===== src/rtl/fft_reorder_pkg.sv =====
// Shared constants, writer state encoding and the digit-reversal address map
// for the radix-4 16-point FFT output reorder buffer.
package fft_reorder_pkg;

    localparam int N      = 16;
    localparam int LANES  = 4;
    localparam int GROUPS = 4;
    localparam int ADDR_W = 4;

    typedef enum logic [1:0] {
        IDLE = 2'd0,
        FILL = 2'd1,
        DROP = 2'd2
    } wr_state_t;

    // Lane k of group g carries bin 4*k+g.
    function automatic logic [ADDR_W-1:0] bin_addr(input logic [1:0] group,
                                                   input logic [1:0] lane);
        return {lane, group};
    endfunction

endpackage


===== src/rtl/fft_reorder_bank.sv =====
// 16-entry complex register bank: one 4-lane group write per cycle scattered
// to digit-reversed addresses, one combinational read port.
module fft_reorder_bank
    import fft_reorder_pkg::*;
#(
    parameter int DW = 32
) (
    input  logic                       clk,
    input  logic                       we,
    input  logic [1:0]                 wgroup,
    input  logic [LANES-1:0][DW-1:0]   wre,
    input  logic [LANES-1:0][DW-1:0]   wim,
    input  logic [ADDR_W-1:0]          raddr,
    output logic [DW-1:0]              rre,
    output logic [DW-1:0]              rim
);

    logic [N-1:0][DW-1:0] mem_re;
    logic [N-1:0][DW-1:0] mem_im;

    // Contents are deliberately not reset; the full flags gate visibility.
    always_ff @(posedge clk) begin
        if (we) begin
            for (int k = 0; k < LANES; k++) begin
                mem_re[bin_addr(wgroup, 2'(k))] <= wre[k];
                mem_im[bin_addr(wgroup, 2'(k))] <= wim[k];
            end
        end
    end

    assign rre = mem_re[raddr];
    assign rim = mem_im[raddr];

endmodule


===== src/rtl/fft_r4_16p_reorder.sv =====
// Ping-pong reorder buffer: captures digit-reversed 4-lane FFT groups and
// streams bins 0..15 in natural order. Optional 1/16 output scaling with
// round-half-up is enabled by defining FFT_REORDER_SCALE_EN.
module fft_r4_16p_reorder
    import fft_reorder_pkg::*;
#(
    parameter int DW = 32
) (
    input  logic          clk,
    input  logic          reset,
    input  logic          in_valid,
    input  logic          in_sof,
    input  logic [DW-1:0] in_0_real,
    input  logic [DW-1:0] in_0_im,
    input  logic [DW-1:0] in_1_real,
    input  logic [DW-1:0] in_1_im,
    input  logic [DW-1:0] in_2_real,
    input  logic [DW-1:0] in_2_im,
    input  logic [DW-1:0] in_3_real,
    input  logic [DW-1:0] in_3_im,
    output logic          out_valid,
    input  logic          out_ready,
    output logic [DW-1:0] out_real,
    output logic [DW-1:0] out_im,
    output logic [3:0]    out_index,
    output logic          out_sof,
    output logic          out_eof,
    output logic          overflow
);

    logic [LANES-1:0][DW-1:0] lane_re, lane_im;
    assign lane_re = {in_3_real, in_2_real, in_1_real, in_0_real};
    assign lane_im = {in_3_im,   in_2_im,   in_1_im,   in_0_im};

    wr_state_t         state;
    logic [1:0]        grp;
    logic [1:0]        drop_cnt;
    logic              wr_bank;
    logic              rd_bank;
    logic [1:0]        full;
    logic [ADDR_W-1:0] rd_idx;

    logic              wr_en;
    logic [1:0]        wr_grp;
    logic              rd_fire;
    logic              rd_last;

    // Write decode; an sof inside FILL restarts the same bank at group 0.
    always_comb begin
        wr_en  = 1'b0;
        wr_grp = grp;
        case (state)
            IDLE: begin
                if (in_valid && in_sof && !full[wr_bank]) begin
                    wr_en  = 1'b1;
                    wr_grp = 2'd0;
                end
            end
            FILL: begin
                if (in_valid) begin
                    wr_en  = 1'b1;
                    wr_grp = in_sof ? 2'd0 : grp;
                end
            end
            default: ;
        endcase
    end

    assign out_valid = full[rd_bank];
    assign rd_fire   = out_valid && out_ready;
    assign rd_last   = (rd_idx == ADDR_W'(N - 1));

    always_ff @(posedge clk) begin
        if (reset) begin
            state    <= IDLE;
            grp      <= 2'd0;
            drop_cnt <= 2'd0;
            wr_bank  <= 1'b0;
            rd_bank  <= 1'b0;
            full     <= 2'b00;
            rd_idx   <= '0;
            overflow <= 1'b0;
        end else begin
            case (state)
                IDLE: begin
                    if (in_valid && in_sof) begin
                        if (full[wr_bank]) begin
                            overflow <= 1'b1;
                            drop_cnt <= 2'd3;
                            state    <= DROP;
                        end else begin
                            grp   <= 2'd1;
                            state <= FILL;
                        end
                    end
                end
                FILL: begin
                    if (in_valid) begin
                        if (in_sof) begin
                            grp <= 2'd1;
                        end else if (grp == 2'd3) begin
                            full[wr_bank] <= 1'b1;
                            wr_bank       <= ~wr_bank;
                            state         <= IDLE;
                        end else begin
                            grp <= grp + 2'd1;
                        end
                    end
                end
                DROP: begin
                    if (in_valid) begin
                        if (in_sof) begin
                            drop_cnt <= 2'd3;
                        end else if (drop_cnt == 2'd1) begin
                            state <= IDLE;
                        end else begin
                            drop_cnt <= drop_cnt - 2'd1;
                        end
                    end
                end
                default: state <= IDLE;
            endcase

            // Reader only ever clears the full bank it is draining, which the
            // writer never targets while filling, so the two updates are disjoint.
            if (rd_fire) begin
                if (rd_last) begin
                    full[rd_bank] <= 1'b0;
                    rd_bank       <= ~rd_bank;
                    rd_idx        <= '0;
                end else begin
                    rd_idx <= rd_idx + ADDR_W'(1);
                end
            end
        end
    end

    logic [1:0][DW-1:0] bk_re, bk_im;

    for (genvar b = 0; b < 2; b++) begin : g_bank
        fft_reorder_bank #(.DW(DW)) u_bank (
            .clk    (clk),
            .we     (wr_en && (wr_bank == 1'(b))),
            .wgroup (wr_grp),
            .wre    (lane_re),
            .wim    (lane_im),
            .raddr  (rd_idx),
            .rre    (bk_re[b]),
            .rim    (bk_im[b])
        );
    end

    logic [DW-1:0] sel_re, sel_im;
    assign sel_re = bk_re[rd_bank];
    assign sel_im = bk_im[rd_bank];

`ifdef FFT_REORDER_SCALE_EN
    // Widened by one bit so the +8 rounding offset cannot wrap.
    function automatic logic [DW-1:0] scale16(input logic [DW-1:0] x);
        logic signed [DW:0] t;
        logic signed [DW:0] s;
        t = $signed({x[DW-1], x}) + $signed((DW+1)'(8));
        s = t >>> 4;
        return s[DW-1:0];
    endfunction

    logic [DW-1:0] res_re, res_im;
    assign res_re = scale16(sel_re);
    assign res_im = scale16(sel_im);
`else
    logic [DW-1:0] res_re, res_im;
    assign res_re = sel_re;
    assign res_im = sel_im;
`endif

    assign out_real  = out_valid ? res_re : '0;
    assign out_im    = out_valid ? res_im : '0;
    assign out_index = out_valid ? rd_idx : '0;
    assign out_sof   = out_valid && (rd_idx == '0);
    assign out_eof   = out_valid && rd_last;

endmodule


===== config.mk =====
export PLATFORM = sky130hd
export DESIGN_NAME = fft_r4_16p_reorder
export DESIGN_NICKNAME = d
export VERILOG_FILES = /design/src/rtl/fft_reorder_pkg.sv /design/src/rtl/fft_reorder_bank.sv /design/src/rtl/fft_r4_16p_reorder.sv
export SDC_FILE = /design/constraint.sdc
export NUM_CORES = 2
export LEC_CHECK = 0
export CORE_ASPECT_RATIO = 0.9
export CORE_UTILIZATION = 50
export DETAILED_ROUTE_END_ITERATION = 8
export PLACE_DENSITY = 0.68
export SYNTH_ARGS = -nofsm -noshare
export SYNTH_HDL_FRONTEND = slang
export SYNTH_HIERARCHICAL = 1
export SYNTH_SLANG_ARGS = --single-unit

===== constraint.sdc =====
create_clock -name clk -period 18.78 [get_ports clk]
set_clock_uncertainty 0.1 [all_clocks]
set_input_delay 1.878 -clock clk [delete_from_list [all_inputs] [get_ports clk]]
set_output_delay 1.878 -clock clk [all_outputs]
set_load 0.01 [all_outputs]

# ---- After elaboration in Yosys (flattened, before gate mapping)
# Cells that the tools add are included.
# Widths: inputs -> output; s select.
dict set report word_totals {
  regBits 2063
  input_bits 261
  out_inout_bits 72
  word_cells 217
}
dict set report classes {
  order_cmp 13
  bitwise 6
  n_addsub 3
  eq_ne 16
  n_reduce_logical 24
  muxes 83
}
# operator n
set ops {}
lappend ops {{$bwmux 512} 16}
lappend ops {{$bmux 32 s4} 4}
lappend ops {{$mux 32} 14}
lappend ops {{$demux 32 s2} 4}
lappend ops {{$mux 2} 28}
lappend ops {{$ne 2x2->1 const B} 9}
lappend ops {{$lt 4x5->1 const B} 3}
lappend ops {{$logic_and 1x1->1} 13}
lappend ops {{$pmux 2 s2} 3}
lappend ops {{$reduce_and 5->1} 2}
lappend ops {{$ge 4x1->1 const B} 2}
lappend ops {{$mux 1} 8}
lappend ops {{$mux 4} 2}
lappend ops {{$reduce_and 7->1} 1}
lappend ops {{$ne 3x3->1 const B} 2}
lappend ops {{$pmux 2 s3} 1}
lappend ops {{$lt 2x5->1 const B} 1}
lappend ops {{$lt 3x5->1 const B} 1}
lappend ops {{$add 4x1->4 const B} 1}
lappend ops {{$eq 2x1->1 const B} 2}
lappend ops {{$eq 2x2->1 const B} 2}
lappend ops {{$eq 4x4->1 const B} 1}
lappend ops {{$logic_not 4->1} 1}
lappend ops {{$lt 1x2->1 const B} 2}
lappend ops {{17 further kinds} 22}

# ---- Logic depth before layout (Yosys ltp)
dict set report logic_depth {
  ltp_word 14
  depth_mapped 8
  mapped_depth_nobuf 5
}

# ---- Hierarchy
# The synthesis kept the hierarchy.
# mod seq_area_each_um2 cells_per_inst area_per_inst_um2 instances
set by_module_without_submodules {}
lappend by_module_without_submodules {{fft_reorder_bank at g_bank[1].u_bank} 30749.5 1858 39968.3 1}
lappend by_module_without_submodules {{fft_reorder_bank at g_bank[0].u_bank} 30749.5 1858 39964.6 1}
lappend by_module_without_submodules {fft_r4_16p_reorder 300.3 250 1820.5 1}

# ---- Worst setup path after synthesis
# OpenSTA, ideal clock, no wires.
dict set report synth_timing {
  kind {input-to-reg}
  startpoint {input in_sof}
  endpoint {register g_bank[0].u_bank/mem_im[160] (netlist bit), enable pin}
  slack_ps 8920
  setup_time_ps 650
  n_path_buf 3
  t_arrival_ps 9110
  cell_stages 8
  t_required_ps 18030
  path_cell_list {clkbuf_1 -> nand3b_1 -> a21oi_1 -> nor2b_1 -> nor2b_1 -> clkbuf_1 -> clkbuf_1 -> and2_1}
}
dict set report synth_between {
  elab_chain_len 5
}
# item line
set synth_lines {}
lappend synth_lines {{from (decl)} fft_r4_16p_reorder.sv:12} ;# input logic in_sof,
lappend synth_lines {{$logic_and 1x1->1 (2 in series)} fft_r4_16p_reorder.sv:54} ;# if (in_valid && in_sof && !full[wr_bank]) begin
lappend synth_lines {{$mux 1} fft_r4_16p_reorder.sv:54}
lappend synth_lines {{$pmux 1 s2} fft_r4_16p_reorder.sv:52} ;# case (state)
lappend synth_lines {{$logic_and 1x1->1} fft_r4_16p_reorder.sv:143} ;# .we (wr_en && (wr_bank == 1'(b))),
lappend synth_lines {{to (signal, indexed assignment)} fft_reorder_bank.sv:26} ;# mem_im[bin_addr(wgroup, 2'(k))] <= wim[k];
lappend synth_lines {{to (decl)} fft_reorder_bank.sv:19} ;# logic [N-1:0][DW-1:0] mem_im;
# Every way passes these cells.
# A chain may end at the register's enable or synchronous reset.

==> metrics.csv <==
metric;value;unit
layout cells sized above 1;0.198;
placed insts;6244;
status;completed;
number of enable flip-flop cells after synthesis;2048;
CP max FO;107;
number of max-cap violations;0;
GPL Wtd Cong;0.734;
first-pass GRT wire length;291;mm
hpwl dp;103;mm
leak pwr;29.2;nW
fmax;126;MHz
largest net degree at the start of global routing;143;
IO buf count;332;
deepest clock path buffer count;3;
final period utilization;0.424;
fin nets;4581;
DR iter-0 viols;4545;
initial antenna violation count;51;
Slew Limit Headroom;0.140;
post-route ant nets;0;
Fin. Hold Viols;0;
post-CTS sizing;0;
Num CTS Buffers;200;
CTS tree;done;
root buffer cell;clkbuf_16;
arrival time of the worst setup path;5.99;ns
gr ovfl total;0;
Initial Util;0.505;
CORE AREA;162000;um^2
drt via density;6.15;
Reg2Reg Depth;8;
full die area;165000;um^2
I/O pin cnt;333;
mean post-synth cell area;20.6;um^2
crit start category;flip-flop;
# hold bufs at CTS;0;
Setup Buffers After CTS;0;
DR WL/cell;30.3;um
Max IR drop VDD;0.0000819;V
Synth Instances;3966;
dpl cell area;87300;um^2
Core Rows;140;
setup TNS;0;ns
vias in the first global route;41718;
unrepaired setup endpoints after global routing;no;
CP endpoint kind;primary output;
yosys warns;6;
die width;428;um
number of fillers in the final layout;11628;
slew at the pin closest to its max-slew limit;1.29;ns
Vias;40724;
Syn-to-layout area delta;14.5;%
final setup fails;0;
Tmin final;7.96;ns
total clock sinks;2063;
pwr dens;98.9;nW/um^2
final WL;201;mm
All-Layer GR Usage;0.245;
Clock transition at path regs;0.06;ns
synth unique cells;40;
critical path type;flip-flop to primary output;
Yosys top cell area share;0.752;
#FFs+latches synth;2063;
Die H;386;um
data required time at the worst endpoint;16.80;ns
CTS H-tree depth;4;
Hold Path Stages;2;
fraction of registers with async set/reset;0;
syn_nets;4231;
post-route insts no fill;6626;
Mapped Area;81800;um^2
worst hold path type;flip-flop to flip-flop;
Post-route DRC;0;
top post-synthesis cells by area;edfxtp_1 75%, mux4_2 14%, and2_1 3.0%;
ys flop type;edfxtp_1;
max-slew violation count;0;
First-pass DRT Iterations;5;
final instance area;93600;um^2
Synth area leader;edfxtp_1;
worst-skew pair later-pin latency;0.84;ns
sequential element share of the synthesized area;0.756;
[cells by family after synthesis]
kind of cell               count (synthesis)  synth area share
and+or+nand+nor                          769            0.0526
adders and majority gates                  4          0.000612
DFF                                     2063             0.756
buffers and inverters                    268            0.0159
muxes                                    580             0.150
AOI/OAI and AO/OA                        282            0.0254
[synthesized netlist by cell type (12+ instances only)]
master / n
and3_1: 132
buf_2: 40
dfxtp_1: 15
buf_6: 26
clkbuf_1: 147
nand2_1: 132
buf_4: 12
nor2_1: 75
nor2b_1: 14
mux2i_1: 65
edfxtp_1: 2048
a21oi_1: 12
and2_1: 394
mux4_2: 512
buf_1: 32
a22oi_1: 256
[where the power goes]
part	total (mW)	switching, mW	internal, mW
sequential	5.13	0.0116	5.11
combinational	0.275	0.164	0.110
clock	3.86	1.70	2.16
total	9.26	1.88	7.38
[path summary, 6_finish.rpt]
path	startpoint	to	slack [ns]
setup / recovery	rd_idx[0]	out_im[27]	10.82
hold / removal	overflow	overflow	0.36
setup reg to reg	wr_bank	g_bank[1].u_bank/mem_re[203]	13.18
hold reg to reg	overflow	overflow	0.36
[area by class of cell]
type                            count  area, um^2  area share
Clock inverter                    100         963      0.0103
Sequential cell                  2063       61800       0.660
Inverter                           11        41.3    0.000441
Timing Repair Buffer              405        4010      0.0428
Clock buffer                      259        5270      0.0563
Multi-Input combinational cell   1635       18800       0.201
Antenna cell                       23        57.6    0.000615
Tap cell                         2130        2670      0.0285
[routing by layer]
metal / GRT usage / vias to the layer above / wire [um]
li1: - / 17005 / -
met1: 0.337 / 21716 / 82100
met2: 0.397 / 1644 / 98700
met3: 0.0503 / 319 / 15300
met4: 0.0727 / 40 / 4660
met5: 0 / - / 270
[cell usage in the layout (no fill, tap or decap), types with 3 or more instances in the layout]
cell type,Yosys,routed
nor2b_4,0,10
diode_2,0,23
nor2_1,75,71
inv_6,0,4
and3_1,132,130
o21ai_0,4,4
clkbuf_16,0,200
dfxtp_1,15,12
nor2_4,0,4
nand3_1,4,4
bufinv_16,0,13
clkinvlp_4,0,7
clkinv_2,0,32
mux2i_1,65,65
and2_4,0,8
clkbuf_1,147,55
nor2b_1,14,4
mux4_2,512,512
clkinv_8,0,3
a21oi_1,12,12
a22oi_1,256,256
buf_12,0,11
nand2_1,132,132
inv_1,11,11
dfxtp_4,0,3
inv_16,0,4
nand2b_1,3,3
clkbuf_8,0,4
buf_4,12,62
clkdlybuf4s50_1,0,332
ha_1,4,4
a31oi_1,3,3
clkinv_1,0,34
edfxtp_1,2048,2048
and2_1,394,386
[critical path: stages, from the launching register on]
cell and delay [ns]:
dfxtp_4 0.68, buf_12 0.60, buf_4 0.84, buf_4 0.90, mux4_2 0.60, a22oi_1 0.23, nand2_1 0.07, mux2i_1 0.40
nor2_1 0.08, clkdlybuf4s50_1 0.50
[flip-flops by register name, summed over array words and instances (netlist names), 2 cells and up]
| register | count |
|---|---|
| grp | 2 |
| g_bank.u_bank/mem_im | 1024 |
| full | 2 |
| rd_idx | 4 |
| state | 2 |
| drop_cnt | 2 |
| g_bank.u_bank/mem_re | 1024 |
[stage by stage]
step | total power, mW | utilization | setup WS, ns | hold slack [ns]
after floorplan | 5.34 | - | 8.92 | 0.340
after global placement | 5.49 | 0.539 | 11.16 | 0.353
after detailed placement | 5.50 | 0.539 | 11.12 | 0.363
after CTS | 9.32 | 0.577 | 10.54 | 0.370
after global routing | 9.51 | 0.578 | 10.26 | 0.397
final | 9.26 | 0.578 | 10.82 | 0.359
No activity file was read; power rests on OpenSTA's default activity.
